**src/rtl/mem_bus_arbiter_if.sv**
```systemverilog
// Bundle of core-side (fetch + data) and memory-side bus signals for mem_bus_arbiter.
// slave  : the arbiter's view (takes requests and memory responses, drives bus and acks)
// master : the environment's view (core ports plus the memory that answers the bus)
interface mem_bus_arbiter_if;
  logic        if_req;
  logic [31:0] if_addr;
  logic [31:0] if_rdata;
  logic        if_ack;
  logic        d_req;
  logic        d_we;
  logic [1:0]  d_size;
  logic [31:0] d_addr;
  logic [31:0] d_wdata;
  logic [31:0] d_rdata;
  logic        d_ack;
  logic        mem_req;
  logic        mem_we;
  logic [3:0]  mem_be;
  logic [31:0] mem_addr;
  logic [31:0] mem_wdata;
  logic [31:0] mem_rdata;
  logic        mem_ack;
  logic        stall;
  logic        timeout_err;
  logic        misalign_err;

  modport slave (
    input  if_req, if_addr, d_req, d_we, d_size, d_addr, d_wdata, mem_rdata, mem_ack,
    output if_rdata, if_ack, d_rdata, d_ack, mem_req, mem_we, mem_be, mem_addr, mem_wdata,
           stall, timeout_err, misalign_err
  );

  modport master (
    output if_req, if_addr, d_req, d_we, d_size, d_addr, d_wdata, mem_rdata, mem_ack,
    input  if_rdata, if_ack, d_rdata, d_ack, mem_req, mem_we, mem_be, mem_addr, mem_wdata,
           stall, timeout_err, misalign_err
  );
endinterface

```
**src/rtl/mem_bus_arbiter.sv**
```systemverilog
// mem_bus_arbiter: shares one 32-bit single-port memory bus between instruction fetch
// and the load/store port. Data has fixed priority over fetch. Each access is a
// req/ack transaction with a watchdog (TIMEOUT_CYC, 0 disables it).
// Optional macro MISALIGN_TRAP_EN: misaligned word/half data accesses are trapped
// without a bus cycle and flagged on misalign_err; otherwise low address bits are ignored.
//
// state  | meaning
// IDLE   | no access outstanding; data request wins over fetch
// GNT_D  | data access on the bus, waiting for mem_ack or watchdog
// GNT_IF | fetch access on the bus, waiting for mem_ack or watchdog
// DONE   | ack pulse cycle; requests ignored so the requester can drop req
module mem_bus_arbiter #(
  parameter int TIMEOUT_CYC = 255
) (
  input logic           clk,
  input logic           rst,
  mem_bus_arbiter_if.slave bus
);

  localparam int CW = (TIMEOUT_CYC > 0) ? $clog2(TIMEOUT_CYC + 1) : 1;
  localparam logic [CW-1:0] TO_LAST = CW'(TIMEOUT_CYC);

  typedef enum logic [1:0] {IDLE, GNT_D, GNT_IF, DONE} state_t;

  state_t        state;
  logic [CW-1:0] wd_cnt;
  logic [CW-1:0] wd_next;
  logic          cur_we;
  logic [1:0]    cur_size;
  logic [1:0]    cur_lo;

  logic          mem_req_q, mem_we_q;
  logic [3:0]    mem_be_q;
  logic [31:0]   mem_addr_q, mem_wdata_q;
  logic [31:0]   if_rdata_q, d_rdata_q;
  logic          if_ack_q, d_ack_q, timeout_q;

  logic [3:0]    d_be;
  logic [31:0]   d_wrep;
  logic          misal;

  // Zero-extend the lane of a read word picked by access size and low address bits
  function automatic logic [31:0] lane_extract(input logic [1:0] size, input logic [1:0] lo,
                                               input logic [31:0] w);
    case (size)
      2'b01:   return lo[1] ? {16'h0, w[31:16]} : {16'h0, w[15:0]};
      2'b10:   return {24'h0, w[{lo, 3'b000} +: 8]};
      default: return w;
    endcase
  endfunction

  assign wd_next = wd_cnt + 1'b1;

  // Byte lanes, replicated store data and misalignment of the pending data request
  always_comb begin
    d_be   = 4'b1111;
    d_wrep = bus.d_wdata;
    misal  = 1'b0;
    case (bus.d_size)
      2'b01: begin
        d_be   = bus.d_addr[1] ? 4'b1100 : 4'b0011;
        d_wrep = {2{bus.d_wdata[15:0]}};
      end
      2'b10: begin
        d_be   = 4'b0001 << bus.d_addr[1:0];
        d_wrep = {4{bus.d_wdata[7:0]}};
      end
      default: ;
    endcase
`ifdef MISALIGN_TRAP_EN
    if (bus.d_size == 2'b01)
      misal = bus.d_addr[0];
    else if (bus.d_size != 2'b10)
      misal = |bus.d_addr[1:0];
`endif
  end

  // Arbitration FSM with registered bus signals, acks, read data and watchdog
  always_ff @(posedge clk or posedge rst) begin
    if (rst) begin
      state       <= IDLE;
      wd_cnt      <= '0;
      cur_we      <= 1'b0;
      cur_size    <= 2'b00;
      cur_lo      <= 2'b00;
      mem_req_q   <= 1'b0;
      mem_we_q    <= 1'b0;
      mem_be_q    <= 4'h0;
      mem_addr_q  <= 32'h0;
      mem_wdata_q <= 32'h0;
      if_rdata_q  <= 32'h0;
      d_rdata_q   <= 32'h0;
      if_ack_q    <= 1'b0;
      d_ack_q     <= 1'b0;
      timeout_q   <= 1'b0;
    end else begin
      if_ack_q <= 1'b0;
      d_ack_q  <= 1'b0;
      case (state)
        IDLE: begin
          if (bus.d_req) begin
            if (misal) begin
              d_ack_q   <= 1'b1;
              d_rdata_q <= 32'h0;
              state     <= DONE;
            end else begin
              state       <= GNT_D;
              mem_req_q   <= 1'b1;
              mem_we_q    <= bus.d_we;
              mem_be_q    <= d_be;
              mem_addr_q  <= {bus.d_addr[31:2], 2'b00};
              mem_wdata_q <= bus.d_we ? d_wrep : 32'h0;
              cur_we      <= bus.d_we;
              cur_size    <= bus.d_size;
              cur_lo      <= bus.d_addr[1:0];
              wd_cnt      <= '0;
            end
          end else if (bus.if_req) begin
            state       <= GNT_IF;
            mem_req_q   <= 1'b1;
            mem_we_q    <= 1'b0;
            mem_be_q    <= 4'b1111;
            mem_addr_q  <= {bus.if_addr[31:2], 2'b00};
            mem_wdata_q <= 32'h0;
            wd_cnt      <= '0;
          end
        end
        GNT_D, GNT_IF: begin
          if (bus.mem_ack) begin
            mem_req_q <= 1'b0;
            state     <= DONE;
            if (state == GNT_D) begin
              d_ack_q   <= 1'b1;
              d_rdata_q <= cur_we ? 32'h0 : lane_extract(cur_size, cur_lo, bus.mem_rdata);
            end else begin
              if_ack_q   <= 1'b1;
              if_rdata_q <= bus.mem_rdata;
            end
          end else begin
            wd_cnt <= wd_next;
            // an ack in the same cycle takes the branch above, so it always beats the abort
            if (TIMEOUT_CYC != 0 && wd_next == TO_LAST) begin
              mem_req_q <= 1'b0;
              timeout_q <= 1'b1;
              state     <= DONE;
              if (state == GNT_D) begin
                d_ack_q   <= 1'b1;
                d_rdata_q <= 32'hDEADBEEF;
              end else begin
                if_ack_q   <= 1'b1;
                if_rdata_q <= 32'hDEADBEEF;
              end
            end
          end
        end
        DONE:    state <= IDLE;
        default: state <= IDLE;
      endcase
    end
  end

`ifdef MISALIGN_TRAP_EN
  logic misal_q;

  // Error pulse lines up with the d_ack of a trapped access
  always_ff @(posedge clk or posedge rst) begin
    if (rst) misal_q <= 1'b0;
    else     misal_q <= (state == IDLE) && bus.d_req && misal;
  end

  assign bus.misalign_err = misal_q;
`else
  assign bus.misalign_err = 1'b0;
`endif

  assign bus.mem_req     = mem_req_q;
  assign bus.mem_we      = mem_we_q;
  assign bus.mem_be      = mem_be_q;
  assign bus.mem_addr    = mem_addr_q;
  assign bus.mem_wdata   = mem_wdata_q;
  assign bus.if_rdata    = if_rdata_q;
  assign bus.if_ack      = if_ack_q;
  assign bus.d_rdata     = d_rdata_q;
  assign bus.d_ack       = d_ack_q;
  assign bus.timeout_err = timeout_q;
  assign bus.stall       = (bus.if_req & ~if_ack_q) | (bus.d_req & ~d_ack_q);

endmodule

```
**src/flat_wrapper.sv**
```systemverilog
// flat-port wrapper written by rule: the top's interface ports become plain ports
module mem_bus_arbiter_flat 
#(
  parameter int TIMEOUT_CYC = 255
)
  (clk, rst, bus_if_req, bus_if_addr, bus_d_req, bus_d_we, bus_d_size, bus_d_addr, bus_d_wdata, bus_mem_rdata, bus_mem_ack, bus_if_rdata, bus_if_ack, bus_d_rdata, bus_d_ack, bus_mem_req, bus_mem_we, bus_mem_be, bus_mem_addr, bus_mem_wdata, bus_stall, bus_timeout_err, bus_misalign_err);
  mem_bus_arbiter_if bus_i ();
  input logic clk;
  input logic rst;
  input wire logic [$bits(bus_i.if_req)-1:0] bus_if_req;
  input wire logic [$bits(bus_i.if_addr)-1:0] bus_if_addr;
  input wire logic [$bits(bus_i.d_req)-1:0] bus_d_req;
  input wire logic [$bits(bus_i.d_we)-1:0] bus_d_we;
  input wire logic [$bits(bus_i.d_size)-1:0] bus_d_size;
  input wire logic [$bits(bus_i.d_addr)-1:0] bus_d_addr;
  input wire logic [$bits(bus_i.d_wdata)-1:0] bus_d_wdata;
  input wire logic [$bits(bus_i.mem_rdata)-1:0] bus_mem_rdata;
  input wire logic [$bits(bus_i.mem_ack)-1:0] bus_mem_ack;
  output wire logic [$bits(bus_i.if_rdata)-1:0] bus_if_rdata;
  output wire logic [$bits(bus_i.if_ack)-1:0] bus_if_ack;
  output wire logic [$bits(bus_i.d_rdata)-1:0] bus_d_rdata;
  output wire logic [$bits(bus_i.d_ack)-1:0] bus_d_ack;
  output wire logic [$bits(bus_i.mem_req)-1:0] bus_mem_req;
  output wire logic [$bits(bus_i.mem_we)-1:0] bus_mem_we;
  output wire logic [$bits(bus_i.mem_be)-1:0] bus_mem_be;
  output wire logic [$bits(bus_i.mem_addr)-1:0] bus_mem_addr;
  output wire logic [$bits(bus_i.mem_wdata)-1:0] bus_mem_wdata;
  output wire logic [$bits(bus_i.stall)-1:0] bus_stall;
  output wire logic [$bits(bus_i.timeout_err)-1:0] bus_timeout_err;
  output wire logic [$bits(bus_i.misalign_err)-1:0] bus_misalign_err;
  assign bus_i.if_req = bus_if_req;
  assign bus_i.if_addr = bus_if_addr;
  assign bus_i.d_req = bus_d_req;
  assign bus_i.d_we = bus_d_we;
  assign bus_i.d_size = bus_d_size;
  assign bus_i.d_addr = bus_d_addr;
  assign bus_i.d_wdata = bus_d_wdata;
  assign bus_i.mem_rdata = bus_mem_rdata;
  assign bus_i.mem_ack = bus_mem_ack;
  assign bus_if_rdata = bus_i.if_rdata;
  assign bus_if_ack = bus_i.if_ack;
  assign bus_d_rdata = bus_i.d_rdata;
  assign bus_d_ack = bus_i.d_ack;
  assign bus_mem_req = bus_i.mem_req;
  assign bus_mem_we = bus_i.mem_we;
  assign bus_mem_be = bus_i.mem_be;
  assign bus_mem_addr = bus_i.mem_addr;
  assign bus_mem_wdata = bus_i.mem_wdata;
  assign bus_stall = bus_i.stall;
  assign bus_timeout_err = bus_i.timeout_err;
  assign bus_misalign_err = bus_i.misalign_err;
  mem_bus_arbiter #(.TIMEOUT_CYC(TIMEOUT_CYC)) u_core (.clk(clk), .rst(rst), .bus(bus_i));
endmodule
```
**config.mk**
```make
export PLATFORM = sky130hd
export DESIGN_NAME = mem_bus_arbiter_flat
export DESIGN_NICKNAME = d
export VERILOG_FILES = /design/src/rtl/mem_bus_arbiter_if.sv /design/src/rtl/mem_bus_arbiter.sv /design/src/flat_wrapper.sv
export SDC_FILE = /design/constraint.sdc
export NUM_CORES = 1
export LEC_CHECK = 0
export BUFFER_PORTS_ARGS = -buffer_cell sky130_fd_sc_hd__buf_2
export CAP_MARGIN = 0
export CORE_MARGIN = 2
export CORE_UTILIZATION = 50
export CTS_BUF_LIST = sky130_fd_sc_hd__clkbuf_4
export DETAILED_ROUTE_END_ITERATION = 10
export GPL_TIMING_DRIVEN = 0
export PLACE_DENSITY = 0.9
export SLEW_MARGIN = 20
export SYNTH_ARGS = -nofsm -noshare
export SYNTH_HDL_FRONTEND = slang
export SYNTH_SLANG_ARGS = --single-unit
```
**constraint.sdc**
```tcl
create_clock -name clk -period 4.94 [get_ports clk]
set_clock_uncertainty 0.05 [all_clocks]
set_input_delay 0.247 -clock clk [delete_from_list [all_inputs] [get_ports clk]]
set_output_delay 0.247 -clock clk [all_outputs]
set_load 0.01 [all_outputs]
```
==> results of run 1 <==
-- synthesized netlist by cell type (all sizes together), types with 11 or more instances --
cell	number
a22o	44
nor2	29
nand2	62
clkbuf	20
o21ai	58
o22a	28
nand2b	18
a21oi	24
a221o	11
dfrtp	150
mux2i	44
inv	17
buf	23
-- routing by layer --
metal | GRT usage [%] | wire length, um | up-vias
li1 | - | - | 3156
met1 | 40.0 | 9240 | 3512
met2 | 60.8 | 12800 | 589
met3 | 8.85 | 2590 | 147
met4 | 22.6 | 1680 | 0
met5 | 0 | 0 | -
-- worst min-delay path, cell delays in order --
cell and delay (ns):
buf_2 0.15, nor2b_1 0.11, nand3_1 0.09, o21ai_0 0.07
-- registers in the layout, indices dropped and copies added (netlist names), 2 cells and up --
register              flops
u_core.cur_size           2
u_core.cur_lo             2
u_core.bus.mem_addr      30
u_core.bus.mem_wdata     32
u_core.wd_cnt             8
u_core.bus.mem_be         4
u_core.bus.if_rdata      32
u_core.bus.d_rdata       32
u_core.state              2
-- worst max path at each step --
stage	cells after the start	from	endpoint	slack, ns
2_1_floorplan	1	rst	u_core.bus.d_ack	0.61
3_3_place_gp	2	rst	u_core.bus.if_rdata[14]	-0.93
3_5_place_dp	6	u_core.state[0]	u_core.bus.mem_wdata[15]	2.58
4_1_cts	6	u_core.state[0]	u_core.bus.mem_wdata[13]	2.52
5_1_grt	7	u_core.state[0]	u_core.bus.mem_wdata[21]	2.27
6_report	7	u_core.state[0]	u_core.bus.mem_addr[2]	2.38
-- cells in the final DEF (no fill, tap or decap), types with 5 or more instances in the layout --
cell type        n
dlygate4sd3_1  130
a22oi_1          5
a221oi_1         8
ha_1             9
o22a_1          28
a221o_1         11
nor3b_1          9
buf_4            5
nand2b_1        18
a22o_1          44
nor2b_1          6
nor2_1          28
o2bb2ai_1        5
o21ai_0         56
mux2i_1         44
a2bb2oi_1        5
clkbuf_4        19
nand3_1          9
buf_1           10
clkbuf_1        20
buf_2          275
inv_1           14
a21oi_1         23
or3_1            5
dfrtp_1        150
nand2_1         62
-- cells by family after synthesis --
group	count (synthesis)	synth area share, %
other	1	0.0542
buffers and inverters	60	3.89
multiplexers	46	6.69
AO/OA/AOI/OAI	210	22.4
AND/OR/NAND/NOR	151	10.6
XOR/XNOR	3	0.488
adder cells (fa/ha/maj)	9	1.63
flip-flops	150	54.2
-- timing repair --
action / 4_1_cts / 5_1_grt
endpoints found under the hold margin: 193 / 0
setup buffers: 0 / 0
hold buffers: 130 / 0
-- cell type report --
class	instances	area [um2]	area share, %
tap	176	220	2.18
inverter	17	73.8	0.732
clock buffer	19	143	1.41
clock inverter	11	105	1.04
antenna	3	7.51	0.0744
timing repair buffer	400	2680	26.5
sequential	150	3750	37.2
multi-input combinational	422	2900	28.8
buffer	43	203	2.01
-- metrics by stage --
stage	instances	util [%]	setup TNS (ns)	instance area, um2
after floorplan	632	-	0	6930
after global placement	1077	63.4	-138.51	8490
after detailed placement	1078	63.6	0	8530
after CTS	1238	75.2	0	10100
after global routing	1240	75.2	0	10100
final	1241	75.3	0	10100
-- where the power goes --
part,internal [W],total [W],switching [W]
Combinational,0.00115,0.00266,0.00152
Sequential,0.00178,0.00218,0.000395
Clock,0.000257,0.000722,0.000465
Total,0.00319,0.00556,0.00237
==> flow_summary.yaml, run 1 <==
setup_path:
  reg2reg_depth: 7
  path_buf_inv: 3
  cp-end-kind: "flop"
  critPathTopFamily: "buffers and inverters"
  path_max_fanout: 10
  crit_chain: "inv_1 > ha_1 > o21ai_0 > clkbuf_1 > buf_1 > nand2_1 > o21ai_0"
  slowest_delay_ns: 0.55
  r2r-end: "u_core.bus.mem_addr[2]"
  path_class: "flop to flop"
  worst_setup_path_start_kind: "flop"
  rr_startpoint: "u_core.state[0]"
  rrSetupSlack_ns: 2.38
  worst-endpoint-arrival_ns: 2.97
  cpMostUsedCell: "o21ai_0"
  crit_path_top_delay_cell: "clkbuf_1"
  cp.required_ns: 5.36
clock_tree:
  cts.repair.resized: 0
  numCtsBuffers: 17
  path_clk_slew_ns: 0.15
  htreeDepth: 4
  root_buffer: "clkbuf_4"
  cts_buffer_depth: 2
  clk_latency_ns: 0.58
  tritoncts: "built"
  cts.sinks: 150
worst_hold_path:
  worstHoldStart: "bus_mem_ack"
  holdPathStages: 4
  min_to: "u_core.wd_cnt[2]"
  hold_path_class: "input port to flop"
logic_synthesis:
  yosys_register_bits: 150
  ys_seq_area_share_pct: 54.2
  synthTopCellsByArea: "dfrtp_1, mux2i_1, a22o_1"
  synth_cells: 630
  synthesis.area_um2: 6920
  synth.distinct_cells: 58
  async_flop_share_pct: 100
  syn_area_per_cell_um2: 11.0
  synth_top_cell_area_share_pct: 54.2
  ys_warn_count: 0
  synth.largest_area_cell: "dfrtp_1"
  ys.flop_type: "dfrtp_1"
  synth_edf_count: 0
placement:
  dp_slack_ns: 2.58
  dp.final_hpwl_um: 15700
  gp_congestion: 0.909
  io_buffer_count: 269
global_route:
  grt_pass1_vias: 7665
  antenna_found_initial: 2
  track_usage_pct: 35.7
  grt_max_degree: 85
  grt-ovfl-total: 0
  grt_pass1_wl_um: 40200
final_layout:
  fillerInstances: 830
  syn2layout_area_growth_pct: 45.8
  nets: 1196
  drive_gt1_share_pct: 31.0
job:
  max-cap-violations: 0
pwr:
  ir_drop_v: 0.000270
  total_leakage_power_nw: 5.02
  power.total_w: 0.00556
  power_density_nw_per_um2: 551
sta:
  setup_ws_ns: 2.38
  min_period_ns: 2.56
  grt_setup_unrepaired: "false"
  finalCritPeriodShare_pct: 51.8
  hold_ws_ns: 0.0682
  slew-limit-headroom_pct: 44.1
  final_hold_viol_count: 0
  fmax_mhz: 391
  worstMarginPinSlew_ns: 0.829
  report.final.setup_viol: 0
  drv_slew: 0
route:
  drtIter0Drc: 672
  drt-total-wl_um: 26300
  detail-route-antenna-nets: 0
  drc: 0
  wl_per_cell_um: 21.2
  num_vias: 7404
  vias_per_cell: 5.97
  first_pass_iters: 5
status:
  status: "complete, no violations"
die:
  top_level_ports: 275
  start_util_pct: 51.6
  dieArea_um2: 14800
  die_h_um: 122
  dieWidth_um: 122
  coreArea_um2: 13400
  rows: 42
Power figures use the tool's default switching activity.
==> run 2: changes to the inputs <==
- CORE_UTILIZATION: 50 -> 46
- PLACE_DENSITY: 0.9 -> 0.87
- clock period: 4.94 -> 2.2 ns (I/O delays scaled with it)
==> run 2 against run 1 <==
  * Wire length decreased by 0.57%
  * Power rose by 130%
  * Highest routed layer unchanged
  * Via count is 0.53% lower
  * Clock power grew to 2.5 times the previous value
  * Largest cell class unchanged
  * Critical path depth decreased by 1
  * Global-route usage down 2.7 points
  * Combinational power increased by 130%
  * Design area grew 1.7%
==> flow_summary.yaml, run 2 (synthesized netlist as in run 1, its figures left out) <==
status:
  status: "complete, no violations"
final_layout:
  nets: 1203
  final_common_cell: "buf_2"
  drive_gt1_share_pct: 32.4
  final_cell_mix: "buf_2, dfrtp_1, dlygate4sd3_1"
  syn2layout_area_growth_pct: 48.2
  stdcell_count: 1257
route:
  drt-total-wl_um: 26200
  num_vias: 7365
  wl_per_cell_um: 20.8
  drtIter0Drc: 472
  drc: 0
  detail-route-antenna-nets: 0
  first_pass_iters: 6
  vias_per_cell: 5.86
placement:
  dp.final_hpwl_um: 16300
  dpl.cell_count: 1089
  io_buffer_count: 269
  gp_congestion: 0.894
global_route:
  grt_pass1_vias: 7742
  grt_max_degree: 36
  grt-ovfl-total: 0
  track_usage_pct: 33.0
  antenna_found_initial: 2
  grt_pass1_wl_um: 41200
sta:
  min_period_ns: 2.10
  finalCritPeriodShare_pct: 95.5
  worstMarginPinSlew_ns: 0.586
  report.final.setup_viol: 0
  final_hold_viol_count: 0
  drv_slew: 0
  grt_setup_unrepaired: "false"
  slew-limit-headroom_pct: 60.8
  setup_tns_ns: 0
  fmax_mhz: 476
setup_path:
  crit_path_top_delay_cell: "buf_1"
  path_class: "flop to flop"
  slowest_delay_ns: 0.49
  path_max_fanout: 10
  worst-endpoint-arrival_ns: 2.50
  cp.required_ns: 2.60
  crit_chain: "inv_1 > ha_4 > o21ai_1 > clkbuf_2 > buf_1 > o21ai_0"
  worst_setup_path_start_kind: "flop"
  cp-end-kind: "flop"
die:
  top_level_ports: 275
  dieArea_um2: 16000
  die_h_um: 127
  rows: 44
  dieWidth_um: 127
  coreArea_um2: 14600
  start_util_pct: 47.4
pwr:
  ir_drop_v: 0.000574
  total_leakage_power_nw: 5.10
  power_density_nw_per_um2: 1240
clock_tree:
  cts.sinks: 150
  root_buffer: "clkbuf_4"
  cts_buffer_depth: 2
  clk_latency_ns: 0.58
  tritoncts: "built"
  path_clk_slew_ns: 0.13
  htreeDepth: 4
  numCtsBuffers: 17
job:
  max-cap-violations: 0
worst_hold_path:
  hold_path_class: "input port to flop"
-- run 2: cell types whose count changed in the layout (fill, tap and decap cells not counted), sizes merged --
cell	previous run	this run
bufinv	1	2
diode	3	2
clkinvlp	4	6
buf	293	291
inv	19	21
dlygate4sd3	130	132
clkbuf	39	44
clkinv	4	3
-- run 2: metal layers --
layer  part of all wire [%]  vias up  wire [um]  global-route usage [%]
li1                       -     3166          -                       -
met1                     35     3521       9110                    37.3
met2                     48      542      12700                    55.3
met3                     10      136       2620                    8.69
met4                    6.7        0       1770                    21.3
met5                      0        -          0                       0
-- run 2: timing repair --
item / CTS / global route
hold endpoints to repair: 252 / 0
hold buffers: 132 / 0
setup buffers: 0 / 2
resized for setup: 2 / 14
endpoints found under the setup margin: 73 / 100
pin swaps: 0 / 1
-- run 2: final timing paths --
path                                         from                      end  slack, ns  cells after the start
max                               u_core.state[0]   u_core.bus.mem_addr[5]        0.1                      6
min                                    bus_if_req     u_core.bus.mem_be[0]       0.03                      3
max reg2reg                       u_core.state[0]   u_core.bus.mem_addr[5]        0.1                      6
min reg2reg                u_core.bus.timeout_err   u_core.bus.timeout_err       0.42                      1
max in group asynchronous                     rst  u_core.bus.mem_addr[12]       1.25                      5
min in group asynchronous                     rst   u_core.bus.d_rdata[10]       0.07                      3
-- run 2: cell type report --
class                   count  area (um2)
multi-input cells         422        2920
plain buffers              43         216
clock inverters            15         169
clock buffers              17         128
well taps                 184         230
inverters                  17        70.1
repair buffers            407        2760
fillers                   971        4340
flip-flops and latches    150        3750
diodes                      2        5.00
-- run 2: critical path, delay by kind of cell (launching register included) --
family / cells / cell delay [ns]
buffers and inverters: 3 / 0.97
AOI/OAI and AO/OA: 2 / 0.40
adders and majority gates: 1 / 0.20
DFF: 1 / 0.37
-- run 2: per-stage QoR --
| step | total power [W] | setup WS, ns | hold slack [ns] | utilization, % | area [um2] |
|---|---|---|---|---|---|
| after floorplan | 0.00805 | 0.151 | 0.186 | - | 6930 |
| after global placement | 0.0101 | -0.720 | 0.295 | 58.3 | 8510 |
| after detailed placement | 0.0104 | -0.0931 | 0.135 | 58.9 | 8590 |
| after CTS | 0.0123 | 0.000448 | 0.0138 | 70.0 | 10200 |
| after global routing | 0.0134 | 0.000278 | 0.0277 | 70.3 | 10300 |
| final | 0.0127 | 0.0992 | 0.0300 | 70.3 | 10300 |
-- run 2: report_power, final --
part           leakage (nW)  internal (W)  switching (W)  total (W)
registers              1.87       0.00400       0.000837    0.00483
clock network         0.145      0.000696        0.00112    0.00181
logic                  3.08       0.00267        0.00336    0.00603
==> run 3: changes to the inputs <==
- PLACE_DENSITY: 0.87 -> 0.86
==> run 3 against run 2 <==
  * Worst setup slack worse by 0.017 ns
  * Fmax shrank 0.80%
  * Utilization grew 0.37 points
  * Global-route usage shrank 0.49 points
  * Worst hold slack improved by 0.069 ns
  * First-iteration DRC count rose by 31%
  * Combinational power is 0.7% higher
  * Critical path depth grew 1
  * Clock power up 6%
  * Register-to-register slack got worse by 0.02 ns
  * Power rose by 1.1%
  * Non-clock buffer count rose by 5
  * Critical endpoint is now u_core.bus.if_rdata[13]
==> flow_summary.yaml, run 3 (synthesized netlist as in run 1, its figures left out) <==
clock_tree:
  cts.sinks: 150
  path_clk_slew_ns: 0.16
  root_buffer: "clkbuf_4"
  numCtsBuffers: 17
  clk_latency_ns: 0.57
  htreeDepth: 4
  tritoncts: "built"
  cts_buffer_depth: 2
global_route:
  grt-ovfl-total: 0
  antenna_found_initial: 2
  grt_pass1_wl_um: 40400
  track_usage_pct: 32.5
  grt_pass1_vias: 7460
  grt_max_degree: 36
final_layout:
  nets: 1208
  syn2layout_area_growth_pct: 49.0
  final_common_cell: "buf_2"
  drive_gt1_share_pct: 32.4
  fillerInstances: 988
  stdcell_count: 1262
  finalInstanceArea_um2: 10300
  multiInputGateArea_um2: 2920
  final_cell_mix: "buf_2, dfrtp_1, dlygate4sd3_1"
  ff_latch_area_um2: 3750
  final_core_util_pct: 70.7
placement:
  io_buffer_count: 269
  dpl.cell_count: 1089
  placed_area_um2: 8590
  gp_congestion: 0.886
  dp.final_hpwl_um: 16600
route:
  wl_per_cell_um: 20.8
  drc: 0
  drtIter0Drc: 620
  vias_per_cell: 5.87
  num_vias: 7406
  first_pass_iters: 5
  detail-route-antenna-nets: 0
  drt-total-wl_um: 26200
setup_path:
  cp-end-kind: "flop"
  path_max_fanout: 10
  cp.required_ns: 2.60
  rrSetupSlack_ns: 0.08
  r2r-end: "u_core.bus.if_rdata[13]"
  worst-endpoint-arrival_ns: 2.52
  path_class: "flop to flop"
  worst_setup_path_start_kind: "flop"
  reg2reg_depth: 7
  rr_startpoint: "u_core.wd_cnt[1]"
sta:
  grt_setup_unrepaired: "false"
  drv_slew: 0
  final_hold_viol_count: 0
  report.final.setup_viol: 0
  finalCritPeriodShare_pct: 96.3
  min_period_ns: 2.12
  fmax_mhz: 472
  slew-limit-headroom_pct: 54.8
  worstMarginPinSlew_ns: 0.676
  setup_tns_ns: 0
  hold_ws_ns: 0.0991
job:
  max-cap-violations: 0
worst_hold_path:
  hold_path_class: "input port to asynchronous set/reset pin"
die:
  rows: 44
  dieArea_um2: 16000
  start_util_pct: 47.4
  top_level_ports: 275
  coreArea_um2: 14600
  dieWidth_um: 127
  die_h_um: 127
status:
  status: "complete, no violations"
pwr:
  ir_drop_v: 0.000621
  power_density_nw_per_um2: 1240
  total_leakage_power_nw: 5.13
==> run 3: cell count changes in the layout (fill, tap and decap cells not counted) <==
cell           previous run  this run
bufinv_16                 2         3
clkbuf_2                  9         6
buf_2                   274       275
inv_8                     2         0
clkinvlp_4                6         4
buf_1                     4         6
dlygate4sd3_1           132       133
buf_4                     7        12
inv_6                     3         4
clkbuf_4                 18        19
==> run 3: layer usage <==
layer | track usage [%] | part of all wire (%) | vias up
met5 | 0 | 0 | -
met4 | 15.7 | 5.4 | 0
met3 | 8.77 | 9.5 | 113
met2 | 54.6 | 48 | 556
met1 | 38.8 | 37 | 3565
li1 | - | - | 3172
==> run 3: worst max path at each step <==
stage | from | endpoint | slack (ns) | depth (start not counted)
floorplan | rst | u_core.bus.d_ack | 0.15 | 1
global placement | rst | u_core.bus.mem_addr[19] | -0.71 | 2
detailed placement | u_core.state[0] | u_core.bus.mem_addr[30] | -0.05 | 7
CTS | u_core.state[0] | u_core.bus.d_rdata[24] | 0.02 | 8
global route | u_core.state[1] | u_core.wd_cnt[2] | 0.0005 | 8
finish | u_core.wd_cnt[1] | u_core.bus.if_rdata[13] | 0.08 | 7
==> run 3: critical path, stage by stage, from the launching register on <==
cell	delay, ns
dfrtp_1	0.48
ha_1	0.26
and3b_1	0.22
o211a_4	0.29
o21ai_4	0.24
inv_4	0.09
buf_6	0.15
o22a_1	0.20
==> run 3: layout make-up <==
class                           count  area share [%]
Antenna cell                        2          0.0486
Buffer                             42            2.00
Clock buffer                       19            1.38
Clock inverter                     13            1.65
Inverter                           17           0.680
Multi-Input combinational cell    422            28.3
Sequential cell                   150            36.4
Tap cell                          184            2.23
Timing Repair Buffer              413            27.3
==> run 3: timing repair <==
action,CTS,global route
hold buffers,133,0
pin swaps,0,2
setup buffers,0,7
endpoints found under the hold margin,252,0
setup endpoints to repair,60,102
gates resized for setup,2,9
==> run 3: power by group <==
group          internal [W]  leakage, nW  switching (W)
sequential          0.00400         1.87       0.000849
combinational       0.00269         3.10        0.00338
clock              0.000828        0.161        0.00108
==> run 3: stage by stage <==
stage	worst slack (ns)	power [W]
final	0.0822	0.0128
after global routing	0.000509	0.0136
after CTS	0.0245	0.0125
after detailed placement	-0.0451	0.0104
after global placement	-0.711	0.0101
after floorplan	0.151	0.00805
